===== src/rtl/roberts_edge.sv =====
// roberts_edge: 3-stage valid/ready Roberts-cross edge magnitude with per-frame pixel counting
// Ports:
//   clk, nrst (async, active-low), clear (sync flush of valids and pix_count)
//   win_valid/win_ready, w_1..w_4 : 2x2 window in (top-left, top-right, bottom-left, bottom-right)
//   pix_valid/out_ready, pix_out   : edge magnitude out
//   pix_count, frame_done          : pixels delivered this frame, one-cycle end-of-frame pulse
//   thresh                         : binarisation threshold, only when ROBERTS_THRESH_EN is defined
module roberts_edge #(
  parameter logic [15:0] FRAME_PIXELS = 16'd16384
) (
  input  logic        clk,
  input  logic        nrst,
  input  logic        clear,
  input  logic        win_valid,
  input  logic [7:0]  w_1,
  input  logic [7:0]  w_2,
  input  logic [7:0]  w_3,
  input  logic [7:0]  w_4,
  output logic        win_ready,
  input  logic        out_ready,
  output logic        pix_valid,
  output logic [7:0]  pix_out,
  output logic [15:0] pix_count,
  output logic        frame_done
`ifdef ROBERTS_THRESH_EN
  ,
  input  logic [7:0]  thresh
`endif
);
  logic       v1, v2, v3, adv, hs;
  logic [7:0] r_1, r_2, r_3, r_4, d_a, d_b, mag, s3_d;
  logic [8:0] sum;
  // whole pipeline moves in lockstep; bubbles shift too
  assign adv = !v3 || out_ready;
  assign hs = v3 && out_ready;
  assign win_ready = adv && !clear;
  assign pix_valid = v3;
  assign sum = {1'b0, d_a} + {1'b0, d_b};
  assign mag = sum[8] ? 8'hFF : sum[7:0];
`ifdef ROBERTS_THRESH_EN
  assign s3_d = (mag >= thresh) ? 8'hFF : 8'h00;
`else
  assign s3_d = mag;
`endif
  always_ff @(posedge clk or negedge nrst) begin
    if (!nrst) begin
      {v1, v2, v3} <= 3'b000;
      {r_1, r_2, r_3, r_4} <= '0;
      {d_a, d_b} <= '0;
      pix_out <= 8'h00;
      pix_count <= 16'd0;
      frame_done <= 1'b0;
    end else if (clear) begin
      {v1, v2, v3} <= 3'b000;
      pix_count <= 16'd0;
      frame_done <= 1'b0;
    end else begin
      frame_done <= hs && (pix_count == FRAME_PIXELS - 16'd1);
      if (hs)
        pix_count <= (pix_count == FRAME_PIXELS - 16'd1) ? 16'd0 : pix_count + 16'd1;
      if (adv) begin
        v1 <= win_valid;
        v2 <= v1;
        v3 <= v2;
        {r_1, r_2, r_3, r_4} <= {w_1, w_2, w_3, w_4};
        // larger minus smaller so the difference never wraps
        d_a <= (r_1 > r_4) ? r_1 - r_4 : r_4 - r_1;
        d_b <= (r_2 > r_3) ? r_2 - r_3 : r_3 - r_2;
        pix_out <= s3_d;
      end
    end
  end
endmodule


===== config.mk =====
export PLATFORM = sky130hd
export DESIGN_NAME = roberts_edge
export DESIGN_NICKNAME = d
export VERILOG_FILES = /design/src/rtl/roberts_edge.sv
export SDC_FILE = /design/constraint.sdc
export NUM_CORES = 1
export LEC_CHECK = 0
export ABC_AREA = 1
export ABC_CLOCK_PERIOD_IN_PS = 4050
export BUFFER_PORTS_ARGS = -buffer_cell sky130_fd_sc_hd__clkbuf_2
export CORE_MARGIN = 10
export CORE_UTILIZATION = 23
export DETAILED_ROUTE_END_ITERATION = 10
export PLACE_DENSITY = 0.43
export SYNTH_ARGS = -nofsm -noshare
export SYNTH_HDL_FRONTEND = slang
export SYNTH_SLANG_ARGS = --single-unit

===== constraint.sdc =====
create_clock -name clk -period 4.05 [get_ports clk]
set_input_delay 0.81 -clock clk [delete_from_list [all_inputs] [get_ports clk]]
set_output_delay 0.81 -clock clk [all_outputs]
set_load 0.01 [all_outputs]

==> metrics.txt <==
outcome finished, final reports clean; Routability Congestion 0.778; share of cells above drive strength 1 14.0%; largest net degree at the start of global routing 81; fin crit share 63.1%; Worst Setup Path Type in2out; Synth area leader dfrtp_1; Synth cell types 36; Fin. Hold Viols 0; vias in the first global route 4290; CTS-repair resized insts 0; die area 0.0286 mm2; CP endpoint kind output pin; P&R area growth vs syn 16.8%; H-Tree Depth 3; power per standard cell area 484 mW/mm2; I/O pins 64; core area 0.0218 mm2; Layout Cells excl Fill 1037; Post-synth ARST share 100%; count leader, synth nand2_1; DRT Pass-1 Iters 4; final setup fails 0; setup_tns 0 ns; critical path required time 3.24 ns; Vias/cell 4.12; row cnt 54; HPWL reported at the end of detailed placement 9950 um; Die H 169 um; CTS Hold Bufs 0; Avg Inst Size Synth 7.38 um2; most common library cells after synthesis nand2_1, inv_1, dfrtp_1; fmax 0.391 GHz; Post-Syn Area 0.00511 mm2; drt wl/cell 12.7 um; WP data arrival 1.75 ns; CP peak stage delay 0.21 ns; Synth area leaders dfrtp_1, nand2_1, ha_1, inv_1, nand3_1; max-slew violations 0; total track usage 9.45%; setup clock skew after layout 0.00978 ns; final wirelength 13100 um; Fill cells 2462; clk_lat worst skew 0.35 ns; die span in x 169 um; unrepaired setup endpoints after global routing no; Diodes inserted 0; Post-CTS Setup Bufs 0; Synth Net Count 774; Worst VDD drop 189 uV; fin area 0.00597 mm2; Clock Tree Buf Depth 2; slew margin rel. 32.5%; worst slew pin tran 1.01 ns; placed cell count 1022; Tightest Hold Check Type reg2reg; fin crit period 2.56 ns; worst-path maximum fanout 26; synthesized instance count 693; Antenna Violating Nets Remaining 0; CP cell instances clkbuf_2 -> inv_2 -> nand2_4 -> inv_2 -> clkbuf_2; cts bufs inserted 9; GRT overflow 0; number of buffers added on ports 63; CTS tree done; YS warnings 0; clk sinks 76; Post-synth EDFFs 0; number of nets in the layout 834; # DRC 0; slowest CP cell nand2_4; Placement Cell Area 0.00570 mm2; Synth top area share 37.2%; first-pass GRT wire length 22100 um; register area share after synthesis 37.2%; Starting Density 23.4%; clock-pin slew on the worst setup and hold paths 0.07 ns; Startpoint Class primary input; Max Cap Violations 0; Vias 4270; Leakage 3.16 nW; Yosys reg bits 76; ys flop type dfrtp_1; FF-to-FF setup slack 1.92 ns; Clock Tree Root clkbuf_16; Iter 0 DRT Violations 183; antenna violations before repair 0
-- cell type report --
type	count	area [um2]	area share, %
clock buffers	11	253	4.23
clock inverters	4	25.0	0.419
inverters	109	409	6.85
multi-input cells	493	2710	45.4
flip-flops and latches	76	1900	31.8
well taps	280	350	5.86
repair buffers	64	325	5.45
-- per-stage QoR --
step | total power [mW] | worst slack [ns] | util [%] | hold WS, ns
after floorplan | 1.82 | 1.85 | - | 0.453
after global placement | 2.15 | 1.28 | 26.1 | 0.477
after detailed placement | 2.14 | 1.27 | 26.1 | 0.475
after CTS | 2.96 | 1.47 | 27.4 | 0.495
after global routing | 3.17 | 1.40 | 27.4 | 0.511
final | 2.89 | 1.49 | 27.4 | 0.492
-- cells in the final DEF (no fill, tap or decap), drive strengths merged --
cell and count:
a21oi 22, a2bb2oi 1, a31o 1, a31oi 2
a41oi 1, buf 2, clkbuf 73, clkinv 2
clkinvlp 2, dfrtp 76, fa 5, ha 39
inv 109, nand2 228, nand3 63, nand3b 1
nand4 7, nor2 40, nor3 5, nor3b 1
o21a 1, o21ai 46, o22ai 3, o41ai 1
or2 2, xnor2 4, xor2 20
-- state kept, by name, indices dropped and copies added, names as in the netlist --
name / flops
pix_count: 16
d_a: 8
d_b: 8
pix_out: 8
r_1: 8
r_2: 8
r_3: 8
r_4: 8
frame_done: 1
pix_valid: 1
v1: 1
v2: 1
-- final timing paths --
path                                       start                endpoint  cells past startpoint
max in group asynchronous                   nrst      r_2[5]$_DFFE_PN0P_                      1
min in group asynchronous                   nrst      r_4[7]$_DFFE_PN0P_                      1
min                           d_a[6]$_DFFE_PN0P_      d_a[6]$_DFFE_PN0P_                      2
min reg2reg                   d_a[6]$_DFFE_PN0P_      d_a[6]$_DFFE_PN0P_                      2
max reg2reg                pix_valid$_DFFE_PN0P_  pix_out[5]$_DFFE_PN0P_                      7
max                                        clear               win_ready                      5
-- logic make-up (layout without fill, tap and decap cells) --
family | after synthesis | count (layout) | share of synthesized area, %
flip-flops | 76 | 76 | 37.2
AO/OA/AOI/OAI | 78 | 78 | 8.54
AND/OR/NAND/NOR | 347 | 347 | 28.8
XOR/XNOR | 24 | 24 | 4.11
adder cells (fa/ha/maj) | 44 | 44 | 11.5
buffers and inverters | 124 | 188 | 9.83
-- worst max-delay path, delay by kind of cell --
kind          cells  cell delay, ns
simple gates      1            0.21
buf+inv           4            0.71
-- routing by layer --
layer  wire, um  share of wire [%]  GRT usage [%]  vias up
met1       7120                 54           13.4     1887
met2       5340                 41           13.7       67
li1           -                  -              -     2301
met4        180                1.4           3.26        0
met5          0                  0              0        -
met3        491                3.7           2.22       15
-- power breakdown --
part | internal, mW | switching [mW]
registers | 0.898 | 0.0951
logic | 0.424 | 0.686
clock network | 0.443 | 0.343
Power figures use the tool's default switching activity.
